### src/rtl/pipeline_debug_pkg.sv
`default_nettype none
// ============================================================================
// pipeline_debug_pkg - controller state encoding and command/response codes
// Rev 1.0
// ============================================================================
package pipeline_debug_pkg;

    typedef enum logic [2:0] {
        ST_PRST = 3'd0,
        ST_IDLE = 3'd1,
        ST_STEP = 3'd2,
        ST_RUN  = 3'd3,
        ST_RESP = 3'd4,
        ST_DUMP = 3'd5
    } state_t;

    localparam logic [7:0] CMD_RESET   = 8'h43;
    localparam logic [7:0] CMD_STEP    = 8'h53;
    localparam logic [7:0] CMD_RUN     = 8'h52;
    localparam logic [7:0] CMD_DUMP    = 8'h44;

    localparam logic [7:0] RSP_OK      = 8'h4B;
    localparam logic [7:0] RSP_HALT    = 8'h48;
    localparam logic [7:0] RSP_TIMEOUT = 8'h54;
    localparam logic [7:0] RSP_ERR     = 8'h3F;

    localparam int NUM_DBG_WORDS = 5;

endpackage
`default_nettype wire

### src/rtl/debug_dump_serializer.sv
`default_nettype none
// ============================================================================
// debug_dump_serializer - snapshot register streamed out LSB byte first
// Rev 1.0
// ============================================================================
module debug_dump_serializer #(
    parameter int NUM_BYTES = 20
) (
    input  logic                   clk,
    input  logic                   reset_n,
    input  logic                   load,
    input  logic [NUM_BYTES*8-1:0] snapshot,
    input  logic                   start,
    output logic                   tx_valid,
    output logic [7:0]             tx_data,
    input  logic                   tx_ready,
    output logic                   done
);

    localparam int IDX_W = $clog2(NUM_BYTES);
    localparam logic [IDX_W-1:0] LAST_IDX = IDX_W'(NUM_BYTES - 1);

    logic [NUM_BYTES*8-1:0] r_snap;
    logic [IDX_W-1:0]       r_idx;
    logic [IDX_W-1:0]       w_next_idx;

    assign w_next_idx = r_idx + 1'b1;
    assign done       = tx_valid & tx_ready & (r_idx == LAST_IDX);

    always_ff @(posedge clk or negedge reset_n) begin
        if (!reset_n) begin
            r_snap   <= '0;
            r_idx    <= '0;
            tx_valid <= 1'b0;
            tx_data  <= '0;
        end else begin
            if (load) begin
                r_snap <= snapshot;
            end
            if (start) begin
                r_idx    <= '0;
                tx_valid <= 1'b1;
                tx_data  <= r_snap[7:0];
            end else if (tx_valid && tx_ready) begin
                // Data only moves on a completed transfer, so it stays stable while stalled.
                if (r_idx == LAST_IDX) begin
                    tx_valid <= 1'b0;
                    tx_data  <= '0;
                end else begin
                    r_idx   <= w_next_idx;
                    tx_data <= r_snap[{w_next_idx, 3'b000} +: 8];
                end
            end
        end
    end

endmodule
`default_nettype wire

### src/rtl/pipeline_debug_ctrl.sv
`default_nettype none
// ============================================================================
// pipeline_debug_ctrl - byte-command run/step/reset/dump sequencer for the core
// Rev 1.0
// ============================================================================
module pipeline_debug_ctrl
    import pipeline_debug_pkg::*;
#(
    parameter int                  DATA_WIDTH   = 32,
    parameter logic [DATA_WIDTH-1:0] HALT_INSTR = 32'hFFFF_FFFF,
    parameter int                  RUN_LIMIT    = 1024,
    parameter int                  RESET_CYCLES = 2
) (
    input  logic                  clk,
    input  logic                  reset_n,
    input  logic [7:0]            rx_data,
    input  logic                  rx_valid,
    output logic                  rx_ready,
    output logic [7:0]            tx_data,
    output logic                  tx_valid,
    input  logic                  tx_ready,
    input  logic [DATA_WIDTH-1:0] dbg_pc,
    input  logic [DATA_WIDTH-1:0] dbg_instr,
    input  logic [DATA_WIDTH-1:0] dbg_w_data,
    input  logic [DATA_WIDTH-1:0] dbg_rs_data,
    input  logic [DATA_WIDTH-1:0] dbg_rt_data,
    output logic                  pc_enable,
    output logic                  pc_reset,
    output logic                  busy,
    output logic                  halted
);

    localparam int NUM_BYTES = NUM_DBG_WORDS * DATA_WIDTH / 8;
    localparam int RUN_CW    = $clog2(RUN_LIMIT) + 1;
    localparam int PRST_CW   = $clog2(RESET_CYCLES) + 1;
    localparam logic [RUN_CW-1:0]  RUN_LAST  = RUN_CW'(RUN_LIMIT - 1);
    localparam logic [PRST_CW-1:0] PRST_LAST = PRST_CW'(RESET_CYCLES - 1);

    state_t               r_state;
    logic [PRST_CW-1:0]   r_prst_cnt;
    logic                 r_prst_resp;
    logic [RUN_CW-1:0]    r_run_cnt;
    logic                 r_rsp_valid;
    logic [7:0]           r_rsp_data;

    logic                 w_at_halt;
    logic                 w_dump_load;
    logic                 w_dump_start;
    logic                 w_dump_done;
    logic                 w_ser_valid;
    logic [7:0]           w_ser_data;

    assign w_at_halt    = (dbg_instr == HALT_INSTR);
    assign rx_ready     = (r_state == ST_IDLE);
    assign busy         = (r_state != ST_IDLE);
    assign pc_reset     = (r_state == ST_PRST);
    assign pc_enable    = ((r_state == ST_STEP) || (r_state == ST_RUN)) && !w_at_halt;
    assign w_dump_load  = (r_state == ST_IDLE) && rx_valid && (rx_data == CMD_DUMP);
    assign w_dump_start = (r_state == ST_DUMP) && !w_ser_valid;

    // Only one source is ever valid; both registers idle at zero.
    assign tx_valid = r_rsp_valid | w_ser_valid;
    assign tx_data  = r_rsp_valid ? r_rsp_data : w_ser_data;

    always_ff @(posedge clk or negedge reset_n) begin
        if (!reset_n) begin
            r_state     <= ST_PRST;
            r_prst_cnt  <= '0;
            r_prst_resp <= 1'b0;
            r_run_cnt   <= '0;
            r_rsp_valid <= 1'b0;
            r_rsp_data  <= '0;
            halted      <= 1'b0;
        end else begin
            case (r_state)
                ST_PRST: begin
                    if (r_prst_cnt == PRST_LAST) begin
                        r_prst_cnt <= '0;
                        // The power-on reset sequence goes quietly to IDLE.
                        if (r_prst_resp) begin
                            r_prst_resp <= 1'b0;
                            r_state     <= ST_RESP;
                            r_rsp_valid <= 1'b1;
                            r_rsp_data  <= RSP_OK;
                        end else begin
                            r_state <= ST_IDLE;
                        end
                    end else begin
                        r_prst_cnt <= r_prst_cnt + 1'b1;
                    end
                end
                ST_IDLE: begin
                    if (rx_valid) begin
                        case (rx_data)
                            CMD_RESET: begin
                                r_state     <= ST_PRST;
                                r_prst_cnt  <= '0;
                                r_prst_resp <= 1'b1;
                                halted      <= 1'b0;
                            end
                            CMD_STEP: r_state <= ST_STEP;
                            CMD_RUN: begin
                                r_state   <= ST_RUN;
                                r_run_cnt <= '0;
                                halted    <= 1'b0;
                            end
                            CMD_DUMP: r_state <= ST_DUMP;
                            default: begin
                                r_state     <= ST_RESP;
                                r_rsp_valid <= 1'b1;
                                r_rsp_data  <= RSP_ERR;
                            end
                        endcase
                    end
                end
                ST_STEP: begin
                    r_state     <= ST_RESP;
                    r_rsp_valid <= 1'b1;
                    r_rsp_data  <= w_at_halt ? RSP_HALT : RSP_OK;
                end
                ST_RUN: begin
                    if (w_at_halt) begin
                        halted      <= 1'b1;
                        r_state     <= ST_RESP;
                        r_rsp_valid <= 1'b1;
                        r_rsp_data  <= RSP_HALT;
                    end else begin
                        r_run_cnt <= r_run_cnt + 1'b1;
                        if (r_run_cnt == RUN_LAST) begin
                            r_state     <= ST_RESP;
                            r_rsp_valid <= 1'b1;
                            r_rsp_data  <= RSP_TIMEOUT;
                        end
                    end
                end
                ST_RESP: begin
                    if (tx_ready) begin
                        r_rsp_valid <= 1'b0;
                        r_state     <= ST_IDLE;
                    end
                end
                ST_DUMP: begin
                    if (w_dump_done) begin
                        r_state <= ST_IDLE;
                    end
                end
                default: r_state <= ST_PRST;
            endcase
        end
    end

    debug_dump_serializer #(
        .NUM_BYTES (NUM_BYTES)
    ) u_dump (
        .clk      (clk),
        .reset_n  (reset_n),
        .load     (w_dump_load),
        .snapshot ({dbg_rt_data, dbg_rs_data, dbg_w_data, dbg_instr, dbg_pc}),
        .start    (w_dump_start),
        .tx_valid (w_ser_valid),
        .tx_data  (w_ser_data),
        .tx_ready (tx_ready),
        .done     (w_dump_done)
    );

endmodule
`default_nettype wire

### config.mk
export PLATFORM = sky130hd
export DESIGN_NAME = pipeline_debug_ctrl
export DESIGN_NICKNAME = d
export VERILOG_FILES = /design/src/rtl/pipeline_debug_pkg.sv /design/src/rtl/debug_dump_serializer.sv /design/src/rtl/pipeline_debug_ctrl.sv
export SDC_FILE = /design/constraint.sdc
export NUM_CORES = 1
export LEC_CHECK = 0
export BUFFER_PORTS_ARGS = -buffer_cell sky130_fd_sc_hd__buf_4
export CAP_MARGIN = 5
export CORE_MARGIN = 1.5
export CORE_UTILIZATION = 60
export DETAILED_ROUTE_END_ITERATION = 10
export GPL_ROUTABILITY_DRIVEN = 0
export PLACE_DENSITY = 0.83
export SETUP_SLACK_MARGIN = 0.02
export SYNTH_ARGS = -nofsm -noshare
export SYNTH_HDL_FRONTEND = slang
export SYNTH_SLANG_ARGS = --single-unit
### constraint.sdc
create_clock -name clk -period 4.1 [get_ports clk]
set_clock_uncertainty 0.2 [all_clocks]
set_input_delay 0.41 -clock clk [delete_from_list [all_inputs] [get_ports clk]]
set_output_delay 0.41 -clock clk [all_outputs]
set_load 0.01 [all_outputs]
==> metrics.txt <==
global-route wire length before repair 39500 µm; FF/Latch Area 4960 µm²; worst reg2reg path depth 6; synthesized cell area 9590 µm²; Row Count 46; Synth Instances 702; CTS tree yes; Synth top area share 0.517; Die ar. 16800 µm²; wire length per cell 21.4 µm; PortBufs 185; Max clock buf depth 2; VDD IR max 0.396 mV; multi-input gate area in the final layout 4370 µm²; Die Wd 129 µm; FF+latch count, synth 198; gr ovfl total 0; CP arrival 3.12 ns; diodes inserted 0; Post-synth ARST share 1.00; Post-CTS Resized 0; Most used DFF post-synth dfrtp_1; syn nets 876; CTS H-tree lvls 4; Critical Path Source u_dump.r_idx[1]; antenna violations before repair 0; Area growth syn-to-layout 31.1%; R2R Setup Slk 1.09 ns; routed vias 7025; I/O pin total 186; pre-CTS setup slack 1.15 ns; Final Setup Violations 0; measured slew at the worst slew-check pin 1.04 ns; crit path to u_dump.tx_data[7]; Hold WC Path Type input pin to register; total power 5.62 mW; hold path startpoint dbg_instr[21]; max-cap violation count 0; setup tns final 0 ns; vias in the first global route 7352; final core occ 0.797; Final min period 3.01 ns; most common cell after layout, fill and taps aside dfrtp_1; status complete, no violations; ANT nets after route 0; post-CTS setup buffers 0; clock sinks 198; Initial Utilization 0.608; FF-to-FF Start u_dump.r_idx[1]; Synth area leader dfrtp_1; DRT iter0 DRCs 623; largest cells by area after synthesis dfrtp_1 52%, mux2_1 9.6%, mux2_2 9.5%, mux4_2 9.4%, nor2b_1 1.4%; root buffer cell clkbuf_16; post-DP HPWL 17000 µm; Routed Wire Length 25400 µm; DRC errors left 0; average vias per placed instance 5.93; Startpoint Class register; fill count 891; worst hold path depth 2; Max Freq 333 MHz; Die Y-Extent 129 µm; reg2reg end u_dump.tx_data[7]; power density over cell area 447 nW/µm²; sequential share of the synthesized area 0.517; leak pwr 6.10 nW; Ys Warns 0; worst skew pair latency 0.44 ns; Crit. End Element register; RSZ-0062 raised after global routing no; Final nets 1130; Setup Crit Path Kind register to register; total track usage 0.316; core box area 15800 µm²; CP max FO 24; WP data required 4.21 ns; synth unique cells 64; CTS Buf Count 17; share of layout cells above drive strength 1 0.379; number of synthesized flops with an enable pin 0; period utilization 0.733; endpoints failing hold 0; Final WS setup 1.09 ns; syn avg cell area 13.7 µm²; most frequent cells in the layout 197 x dfrtp_1, 190 x buf_4, 83 x dlygate4sd3_1, 82 x mux2_1, 81 x mux2_2; Slew Limit Fails 0; largest net degree at the start of global routing 127; slew margin rel. 0.306; Pre-antenna DRT Iters 5; clock slew at reported path FFs 0.07 ns
flip-flops by register name (all words and copies together) (netlist names):
name	flops
r_run_cnt	11
u_dump.tx_valid	1
r_prst_cnt	2
u_dump.r_snap	160
r_rsp_valid	1
u_dump.r_idx	5
r_state	3
u_dump.tx_data	8
r_rsp_data	5
r_prst_resp	1
halted	1
cell usage after synthesis (all sizes together), types with 2 or more instances:
cell / instances
o31ai: 17
a211oi: 11
or3: 2
ha: 2
and3: 6
nand2b: 2
a21oi: 18
buf: 28
or2: 3
nand3: 5
nor4b: 2
mux2: 165
nor3b: 2
nand3b: 2
nor2b: 22
and2: 11
mux2i: 4
dfrtp: 198
mux4: 40
a2111oi: 7
nor4: 3
nor2: 20
a41oi: 2
xnor2: 10
nor3: 9
clkbuf: 13
o21ai: 22
a31oi: 2
nand2: 20
nand4: 12
and2b: 2
inv: 21
where the power goes:
| part | switching [mW] | internal [mW] | total [mW] |
|---|---|---|---|
| sequential | 0.180 | 2.10 | 2.28 |
| clock | 0.752 | 0.925 | 1.68 |
| combinational | 0.893 | 0.766 | 1.66 |
| total | 1.82 | 3.79 | 5.62 |
cell type report:
cell class / instances / area share
flip-flops and latches: 198 / 0.394
multi-input cells: 442 / 0.347
repair buffers: 276 / 0.184
clock buffers: 20 / 0.0355
well taps: 216 / 0.0215
clock inverters: 12 / 0.0112
inverters: 21 / 0.00627
worst max-delay path, stage by stage, from the launching register on:
cell	delay, ns
dfrtp_1	0.43
ha_1	0.47
xor2_4	0.67
buf_4	0.31
mux4_2	0.32
a211oi_1	0.36
o21ai_0	0.13
cells by family (layout without fill, tap and decap cells):
family,after synthesis,in the layout,share of synthesized area
xor gates and xnor gates,11,11,0.0100
DFF,198,198,0.517
and+or+nand+nor,126,126,0.0771
muxes,209,209,0.293
adders and majority gates,2,2,0.00261
AOI/OAI and AO/OA,94,94,0.0702
buffers and inverters,62,329,0.0308
layer usage:
metal	global-route usage	vias up	wire length (µm)	share of wire
li1	-	3111	-	-
met2	0.538	318	13200	0.52
met4	0.105	0	570	0.022
met5	0	-	0	0
met1	0.416	3541	10100	0.40
met3	0.0574	55	1600	0.063
timing repair:
item,in CTS,in global routing
endpoints found under the hold margin,115,2
endpoints found under the setup margin,0,0
hold buffers,81,2
how the worst min path moves through the flow:
stage / slack (ns) / to
floorplan: -0.09 / halted
global placement: 0.27 / u_dump.r_snap[145]
detailed placement: 0.28 / u_dump.r_snap[153]
CTS: 0.0005 / u_dump.r_snap[100]
global route: 0.0003 / u_dump.r_snap[100]
finish: 0.001 / u_dump.r_snap[53]
stage by stage:
step	hold slack (ns)	cell area, µm²	cells
2_1_floorplan	-0.0856	9590	702
3_3_place_gp	0.268	11200	1070
3_5_place_dp	0.277	11200	1070
4_1_cts	0.000458	12600	1183
5_1_grt	0.000292	12600	1185
6_report	0.000972	12600	1185
Note: power is estimated with default switching activity, not from simulation.
